===== src/rtl/cpu_pkg.sv =====
// Shared encodings for the 16-bit multi-cycle processor control path:
// opcodes, sequencer states, ALU operations, PC sources, instruction classes.
package cpu_pkg;

    localparam logic [2:0] OP_RTYPE = 3'b000;
    localparam logic [2:0] OP_ADDI  = 3'b001;
    localparam logic [2:0] OP_LW    = 3'b010;
    localparam logic [2:0] OP_SW    = 3'b011;
    localparam logic [2:0] OP_BEQ   = 3'b100;
    localparam logic [2:0] OP_J     = 3'b101;
    localparam logic [2:0] OP_SLTI  = 3'b110;
    localparam logic [2:0] OP_HALT  = 3'b111;

    typedef enum logic [2:0] {
        S_FETCH  = 3'd0,
        S_DECODE = 3'd1,
        S_EXEC   = 3'd2,
        S_MEM    = 3'd3,
        S_WB     = 3'd4,
        S_HALT   = 3'd5
    } state_e;

    localparam logic [1:0] ALU_ADD   = 2'b00;
    localparam logic [1:0] ALU_SUB   = 2'b01;
    localparam logic [1:0] ALU_FUNCT = 2'b10;
    localparam logic [1:0] ALU_SLT   = 2'b11;

    localparam logic [1:0] PC_INC    = 2'b00;
    localparam logic [1:0] PC_BRANCH = 2'b01;
    localparam logic [1:0] PC_JUMP   = 2'b10;

    typedef struct packed {
        logic is_rtype;
        logic is_imm;
        logic is_load;
        logic is_store;
        logic is_branch;
        logic is_jump;
        logic is_halt;
    } instr_class_t;

endpackage


===== src/rtl/ctrl_decode.sv =====
// Opcode to one-hot instruction class flags; ADDI and SLTI share is_imm.
module ctrl_decode
    import cpu_pkg::*;
(
    input  logic [2:0]   opcode,
    output instr_class_t cls
);

    always_comb begin
        cls = '0;
        unique case (opcode)
            OP_RTYPE: cls.is_rtype  = 1'b1;
            OP_ADDI:  cls.is_imm    = 1'b1;
            OP_SLTI:  cls.is_imm    = 1'b1;
            OP_LW:    cls.is_load   = 1'b1;
            OP_SW:    cls.is_store  = 1'b1;
            OP_BEQ:   cls.is_branch = 1'b1;
            OP_J:     cls.is_jump   = 1'b1;
            OP_HALT:  cls.is_halt   = 1'b1;
            default:  cls = '0;
        endcase
    end

endmodule


===== src/rtl/multicycle_ctrl.sv =====
// Multi-cycle FETCH/DECODE/EXEC/MEM/WB sequencer with memory handshakes.
// Define CTRL_PERF_CNT_EN to add cycle_cnt/instr_cnt performance counters.
module multicycle_ctrl
    import cpu_pkg::*;
(
    input  logic       clk,
    input  logic       rst,
    input  logic       run,
    input  logic [2:0] opcode,
    input  logic       zero,
    output logic       imem_req,
    input  logic       imem_ready,
    output logic       dmem_req,
    output logic       dmem_we,
    input  logic       dmem_ready,
    output logic       ir_write,
    output logic       pc_write,
    output logic       reg_write,
    output logic [1:0] pc_src,
    output logic       alu_src_b,
    output logic [1:0] alu_op,
    output logic       reg_dst,
    output logic       mem_to_reg,
    output logic       halted,
    output logic [2:0] state
`ifdef CTRL_PERF_CNT_EN
    ,
    output logic [31:0] cycle_cnt,
    output logic [31:0] instr_cnt
`endif
);

    state_e       state_q, state_d;
    instr_class_t cls;

    ctrl_decode u_decode (
        .opcode (opcode),
        .cls    (cls)
    );

    always_ff @(posedge clk) begin
        if (rst) begin
            state_q <= S_FETCH;
        end else begin
            state_q <= state_d;
        end
    end

    always_comb begin
        state_d    = state_q;
        imem_req   = 1'b0;
        dmem_req   = 1'b0;
        dmem_we    = 1'b0;
        ir_write   = 1'b0;
        pc_write   = 1'b0;
        reg_write  = 1'b0;
        pc_src     = PC_INC;
        alu_src_b  = 1'b0;
        alu_op     = ALU_ADD;
        reg_dst    = 1'b0;
        mem_to_reg = 1'b0;
        halted     = 1'b0;
        state      = state_q;
        unique case (state_q)
            S_FETCH: begin
                imem_req = run;
                if (run && imem_ready) begin
                    ir_write = 1'b1;
                    pc_write = 1'b1;
                    pc_src   = PC_INC;
                    state_d  = S_DECODE;
                end
            end
            S_DECODE: begin
                if (cls.is_jump) begin
                    pc_write = 1'b1;
                    pc_src   = PC_JUMP;
                    state_d  = S_FETCH;
                end else if (cls.is_halt) begin
                    state_d = S_HALT;
                end else begin
                    state_d = S_EXEC;
                end
            end
            S_EXEC: begin
                unique case (1'b1)
                    cls.is_rtype: begin
                        alu_op  = ALU_FUNCT;
                        state_d = S_WB;
                    end
                    cls.is_imm: begin
                        alu_src_b = 1'b1;
                        alu_op    = (opcode == OP_SLTI) ? ALU_SLT : ALU_ADD;
                        state_d   = S_WB;
                    end
                    cls.is_load, cls.is_store: begin
                        alu_src_b = 1'b1;
                        alu_op    = ALU_ADD;
                        state_d   = S_MEM;
                    end
                    cls.is_branch: begin
                        alu_op   = ALU_SUB;
                        pc_write = zero;
                        pc_src   = PC_BRANCH;
                        state_d  = S_FETCH;
                    end
                    default: state_d = S_FETCH;
                endcase
            end
            S_MEM: begin
                dmem_req = 1'b1;
                dmem_we  = cls.is_store;
                if (dmem_ready) begin
                    state_d = cls.is_load ? S_WB : S_FETCH;
                end
            end
            S_WB: begin
                reg_write  = 1'b1;
                reg_dst    = cls.is_rtype;
                mem_to_reg = cls.is_load;
                state_d    = S_FETCH;
            end
            S_HALT: halted = 1'b1;
            default: state_d = S_FETCH;
        endcase
        // Reset silences every output, including the debug state view.
        if (rst) begin
            imem_req   = 1'b0;
            dmem_req   = 1'b0;
            dmem_we    = 1'b0;
            ir_write   = 1'b0;
            pc_write   = 1'b0;
            reg_write  = 1'b0;
            pc_src     = PC_INC;
            alu_src_b  = 1'b0;
            alu_op     = ALU_ADD;
            reg_dst    = 1'b0;
            mem_to_reg = 1'b0;
            halted     = 1'b0;
            state      = 3'd0;
        end
    end

`ifdef CTRL_PERF_CNT_EN
    logic [31:0] cycle_cnt_q, instr_cnt_q;
    logic        retire;

    assign retire = (state_d == S_FETCH && state_q != S_FETCH) ||
                    (state_d == S_HALT && state_q != S_HALT);

    always_ff @(posedge clk) begin
        if (rst) begin
            cycle_cnt_q <= '0;
            instr_cnt_q <= '0;
        end else begin
            if (state_q != S_HALT) begin
                cycle_cnt_q <= cycle_cnt_q + 32'd1;
            end
            if (retire) begin
                instr_cnt_q <= instr_cnt_q + 32'd1;
            end
        end
    end

    assign cycle_cnt = cycle_cnt_q;
    assign instr_cnt = instr_cnt_q;
`endif

endmodule


===== config.mk =====
export PLATFORM = sky130hd
export DESIGN_NAME = multicycle_ctrl
export DESIGN_NICKNAME = d
export VERILOG_FILES = /design/src/rtl/cpu_pkg.sv /design/src/rtl/ctrl_decode.sv /design/src/rtl/multicycle_ctrl.sv
export SDC_FILE = /design/constraint.sdc
export NUM_CORES = 1
export LEC_CHECK = 0
export ABC_AREA = 1
export CORE_MARGIN = 2
export CORE_UTILIZATION = 30
export CTS_CLUSTER_SIZE = 20
export DETAILED_ROUTE_END_ITERATION = 10
export GPL_TIMING_DRIVEN = 0
export PLACE_DENSITY = 0.84
export SYNTH_ARGS = -nofsm -noshare
export SYNTH_HDL_FRONTEND = slang
export SYNTH_SLANG_ARGS = --single-unit

===== constraint.sdc =====
create_clock -name clk -period 1.1 [get_ports clk]
set_clock_uncertainty 0.15 [all_clocks]
set_input_delay 0.11 -clock clk [delete_from_list [all_inputs] [get_ports clk]]
set_output_delay 0.11 -clock clk [all_outputs]
set_load 0.1 [all_outputs]

==> results.tsv, run 1 <==
stage	metric	value	unit
outcome	status	stopped before the end	
floorplanning	height of the die	40.0	um
placed_design	number of I/O port buffers	24	
outcome	failing step	clock tree synthesis	
synthesis	post-synthesis cell type count	15	
floorplanning	die span in x	40.0	um
floorplanning	IO Count	26	
floorplanning	# rows	12	
synthesis	Syn Area/Cell	4.86	um^2
clocking	CTS Buf Count	3	
clocking	CTS sink cnt	3	
outcome	run-stopping error	[ERROR DPL-0033] detailed placement checks failed during check placement.	
clocking	CTS H-tree depth	1	
clocking	CTS max path bufs	2	
synthesis	YS warnings	0	
synthesis	Synth area leaders	nand2_1 (24%), nor2_1 (18%), dfxtp_1 (15%), inv_1 (12%), nand3_1 (9.0%)	
clocking	Clock Root Buffer	clkbuf_4	
synthesis	synthesized flop and latch total	3	
synthesis	mapped cell area	389	um^2
placed_design	routability congestion estimate	0.841	
clocking	Post-CTS Setup Inserts	7	
synthesis	Post-Syn Nets	89	
placed_design	Placed Instances	118	
synthesis	register area share after synthesis	15.4	%
synthesis	Mapped Cells	80	
floorplanning	initial cell density of the core	33.7	%
clocking	post-CTS resize count	174	
synthesis	area leader, netlist	nand2_1	
clocking	hold_buf cts	0	
synthesis	Yosys top cell area share	24.1	%
placed_design	placed wire-length estimate	1030	um
## through the flow
stage / setup WS [ns] / instance area [um^2] / utilization [%] / setup TNS [ns]
2_1_floorplan: -1.35 / 577 / - / -8.84
3_3_place_gp: -1.71 / 835 / 72.2 / -24.32
3_5_place_dp: -1.72 / 835 / 72.2 / -24.41
## cells in the mapped netlist
| cell type | number |
|---|---|
| nor3_1 | 3 |
| inv_1 | 12 |
| a31oi_1 | 1 |
| dfxtp_1 | 3 |
| nor2_2 | 2 |
| nor2_1 | 19 |
| nand3_1 | 7 |
| nand3_2 | 1 |
| buf_2 | 1 |
| nand2_1 | 25 |
| o21ai_0 | 1 |
| inv_2 | 1 |
| nand4_1 | 1 |
| nor4_1 | 2 |
| buf_4 | 1 |
## cell families after synthesis
family	Yosys count	synth area share, %
simple gates	60	65.9
buf+inv	15	15.8
flops	3	15.4
compound gates	2	2.89
==> run 2, diff against run 1 <==
--- a/config.mk
+++ b/config.mk
@@ -6,12 +6,11 @@
 export NUM_CORES = 1
 export LEC_CHECK = 0
 export ABC_AREA = 1
-export CORE_MARGIN = 2
-export CORE_UTILIZATION = 30
-export CTS_CLUSTER_SIZE = 20
+export CORE_AREA = 2 2 63 65
 export DETAILED_ROUTE_END_ITERATION = 10
+export DIE_AREA = 0 0 65 67
 export GPL_TIMING_DRIVEN = 0
-export PLACE_DENSITY = 0.84
+export PLACE_DENSITY_LB_ADDON = 0.15
 export SYNTH_ARGS = -nofsm -noshare
 export SYNTH_HDL_FRONTEND = slang
 export SYNTH_SLANG_ARGS = --single-unit
==> constraint.sdc (replaced) <==
create_clock -name clk -period 1.45 [get_ports clk]
set_clock_uncertainty 0.15 [all_clocks]
set_input_delay 0.145 -clock clk [delete_from_list [all_inputs] [get_ports clk]]
set_output_delay 0.145 -clock clk [all_outputs]
set_load 0.1 [all_outputs]
==> results.tsv, run 2 <==
stage	metric	value	unit	change
sta	Worst slew margin	73.6	%	
synthesis	Post-synth top cells	nand2_1 (25), nor2_1 (19), inv_1 (12)		unchanged
layout	Most flops, register	state_q		
synthesis	post-synthesis mux area share	0	%	unchanged
route	max layer used	met3		
outcome	status	finished with violations		was stopped before the end
synthesis	mapped cell area	389	um^2	unchanged
synthesis	xor/xnor cell area share of the yosys netlist	0	%	unchanged
floorplanning	die span in x	65	um	was 40.0 um
clocking	CTS Buf Count	3		unchanged
layout	commonest non-fill, non-tap cell in the layout	nand2_1		
setup_path	critical path endpoint category	output pin		
route	drt total wl	1690	um	
synthesis	EDFF count, synth	0		unchanged
route	wire length on met1	713	um	
placed_design	placed wire-length estimate	1260	um	was 1030 um
global_routing	GR Overflow Total	0		
synthesis	synthesized flop and latch total	3		unchanged
layout	Synth-to-Final Area Change	206	%	
route	vias post-DR	626		
setup_path	R2R depth	7		
sta	Slew Viols, Final	0		
layout	layout cell share with drive strength beyond 1	62.2	%	
floorplanning	total core area	3610	um^2	
synthesis	Syn Area/Cell	4.86	um^2	unchanged
clocking	CTS H-tree depth	1		unchanged
worst_hold_path	hold depth	3		
clocking	CTS tree	yes		
setup_path	Crit Path Class	flip-flop to output pin		
placed_design	Place WS	-1.47	ns	was -1.72 ns
floorplanning	height of the die	67	um	was 40.0 um
run	MaxCap Viol Count	0		
global_routing	gr usage total	8.62	%	
synthesis	area leader, netlist	nand2_1		unchanged
synthesis	Compound-Gate Fraction of Synth Area	2.89	%	unchanged
route	average routed wire per standard cell	10.1	um	
power_and_ir_drop	Lkg Pwr	0.000491	uW	
layout	Final nets	129		
sta	final critical-path required period	1.63	ns	
synthesis	Mapped Cells	80		unchanged
sta	hold slack	0.280	ns	
sta	final setup TNS	-1.46	ns	
synthesis	Post-Synth Adder-Cell Area	0	%	unchanged
placed_design	number of I/O port buffers	24		unchanged
route	vias per inst	3.75		
clocking	CTS max path bufs	2		unchanged
synthesis	ys async rst share	0	%	unchanged
setup_path	Worst Path Max Fanout	4		
layout	Layout Utilization	33.0	%	
global_routing	number of global-route vias before repair	645		
synthesis	Yosys top cell area share	24.1	%	unchanged
synthesis	Post-Syn Nets	89		unchanged
synthesis	Primary FF master, synth	dfxtp_1		unchanged
layout	Final Cell Area	1190	um^2	
global_routing	initial antenna violation count	0		
floorplanning	# rows	22		was 12
layout	biggest regs	state_q: 3 flops		
synthesis	post-synthesis simple-gate area fraction	65.9	%	unchanged
layout	Largest register FFs	3		
sta	ratio of final minimum period to clock period	112	%	
setup_path	R2R Setup Slk	0.20	ns	
power_and_ir_drop	Max IR drop VDD	0.248	mV	
floorplanning	die area	4360	um^2	
global_routing	first-pass GRT wire length	2870	um	
synthesis	Synth area leaders	nand2_1 (24%), nor2_1 (18%), dfxtp_1 (15%), inv_1 (12%), nand3_1 (9.0%)		unchanged
clocking	Clock Root Buffer	clkbuf_8		was clkbuf_4
clocking	CTS sink cnt	3		unchanged
synthesis	largest family of logic cells by synthesized area	simple AND/OR/NAND/NOR gates		unchanged
setup_path	crit start category	flip-flop		
synthesis	post-synthesis cell type count	15		unchanged
outcome	failing checks	negative setup slack		
synthesis	YS warnings	0		unchanged
sta	Hold Violations, Final	0		
route	metal3 WL	71	um	
layout	Antenna diodes	0		
sta	final worst slack	-0.176	ns	
floorplanning	initial cell density of the core	10.8	%	was 33.7%
route	drt first pass iters	4		
clocking	Clock transition at path regs	0.03	ns	
synthesis	register area share after synthesis	15.4	%	unchanged
synthesis	top-count cell post-synth	nand2_1		unchanged
power_and_ir_drop	cell area power density	1110	nW/um^2	
clocking	hold_buf cts	0		unchanged
placed_design	routability congestion estimate	0.800		was 0.841
route	WL met2	900	um	
sta	setup violators final	13		
route	drc violations	0		
sta	RSZ-0062 raised after global routing	yes		
route	Routed Antenna Nets	0		
global_routing	largest net degree at the start of global routing	10		
placed_design	area post-placement	877	um^2	was 835 um^2
worst_hold_path	HP Class	primary input to flip-flop		
setup_path	crit path DAT	1.33	ns	
sta	f_max	0.615	GHz	
setup_path	CP required	1.15	ns	
sta	Least-Margin Pin Slew	0.393	ns	
floorplanning	IO Count	26		unchanged
layout	leading cell types in the layout, fill and taps excluded	nand2_1 (19), nor2_4 (15), buf_12 (13), buf_4 (12), inv_1 (9)		
clocking	clock latency at the later pin of the worst-skew pair	0.21	ns	
route	initial DRC count	10		
-- run 2: cell counts after synthesis --
No cell type changed its count.
-- run 2: layer usage --
metal	vias up	GRT usage (%)
met5	-	0
met4	0	2.39
met3	0	3.21
met2	15	14.9
met1	280	9.87
li1	331	-
-- run 2: cell families (layout without fill, tap and decap cells) --
group / after synthesis / in the layout
AOI/OAI and AO/OA: 2 / 2
DFF: 3 / 3
and+or+nand+nor: 60 / 60
buffers and inverters: 15 / 54
-- run 2: final cells by class --
cell class / instances / area, um^2
fill: 402 / 2420
multi-input combinational: 62 / 492
timing repair buffer: 35 / 440
sequential: 3 / 71.3
tap: 48 / 60.1
inverter: 13 / 56.3
clock buffer: 4 / 45.0
buffer: 2 / 25.0
-- run 2: path summary, 6_finish.rpt --
kind                                 from                 endpoint
hold reg to reg   state_q[2]$_SDFFE_PP0P_  state_q[1]$_SDFFE_PP0P_
setup / recovery  state_q[1]$_SDFFE_PP0P_                  dmem_we
setup reg to reg  state_q[1]$_SDFFE_PP0P_  state_q[0]$_SDFFE_PP0P_
hold / removal                        rst  state_q[1]$_SDFFE_PP0P_
-- run 2: stage by stage --
stage	std cells	total power, uW
finish	167	1320
global route	167	1400
global placement	152	865
floorplan	80	720
CTS	162	1230
detailed placement	152	864
-- run 2: where the power goes --
group	internal [uW]	leakage (uW)	switching, uW	total, uW
clock	187	0.0000228	50.5	238
sequential	120	0.0000267	58.5	178
combinational	347	0.000442	562	909
-- run 2: worst max-delay path, stage by stage, from the launching register on --
cell and delay [ns]:
dfxtp_4 0.39, nand2_1 0.08, nor2_2 0.16, inv_2 0.09, nor4_4 0.15, buf_6 0.26
-- run 2: repair_timing --
item / CTS / global route
buffers inserted: 6 / 5
gates resized for setup: 158 / 13
cloned: 0 / 0
hold endpoints to repair: 0 / 0
pin swaps: 12 / 7
setup endpoints to repair: 18 / 15
No activity file was read; power rests on OpenSTA's default activity.
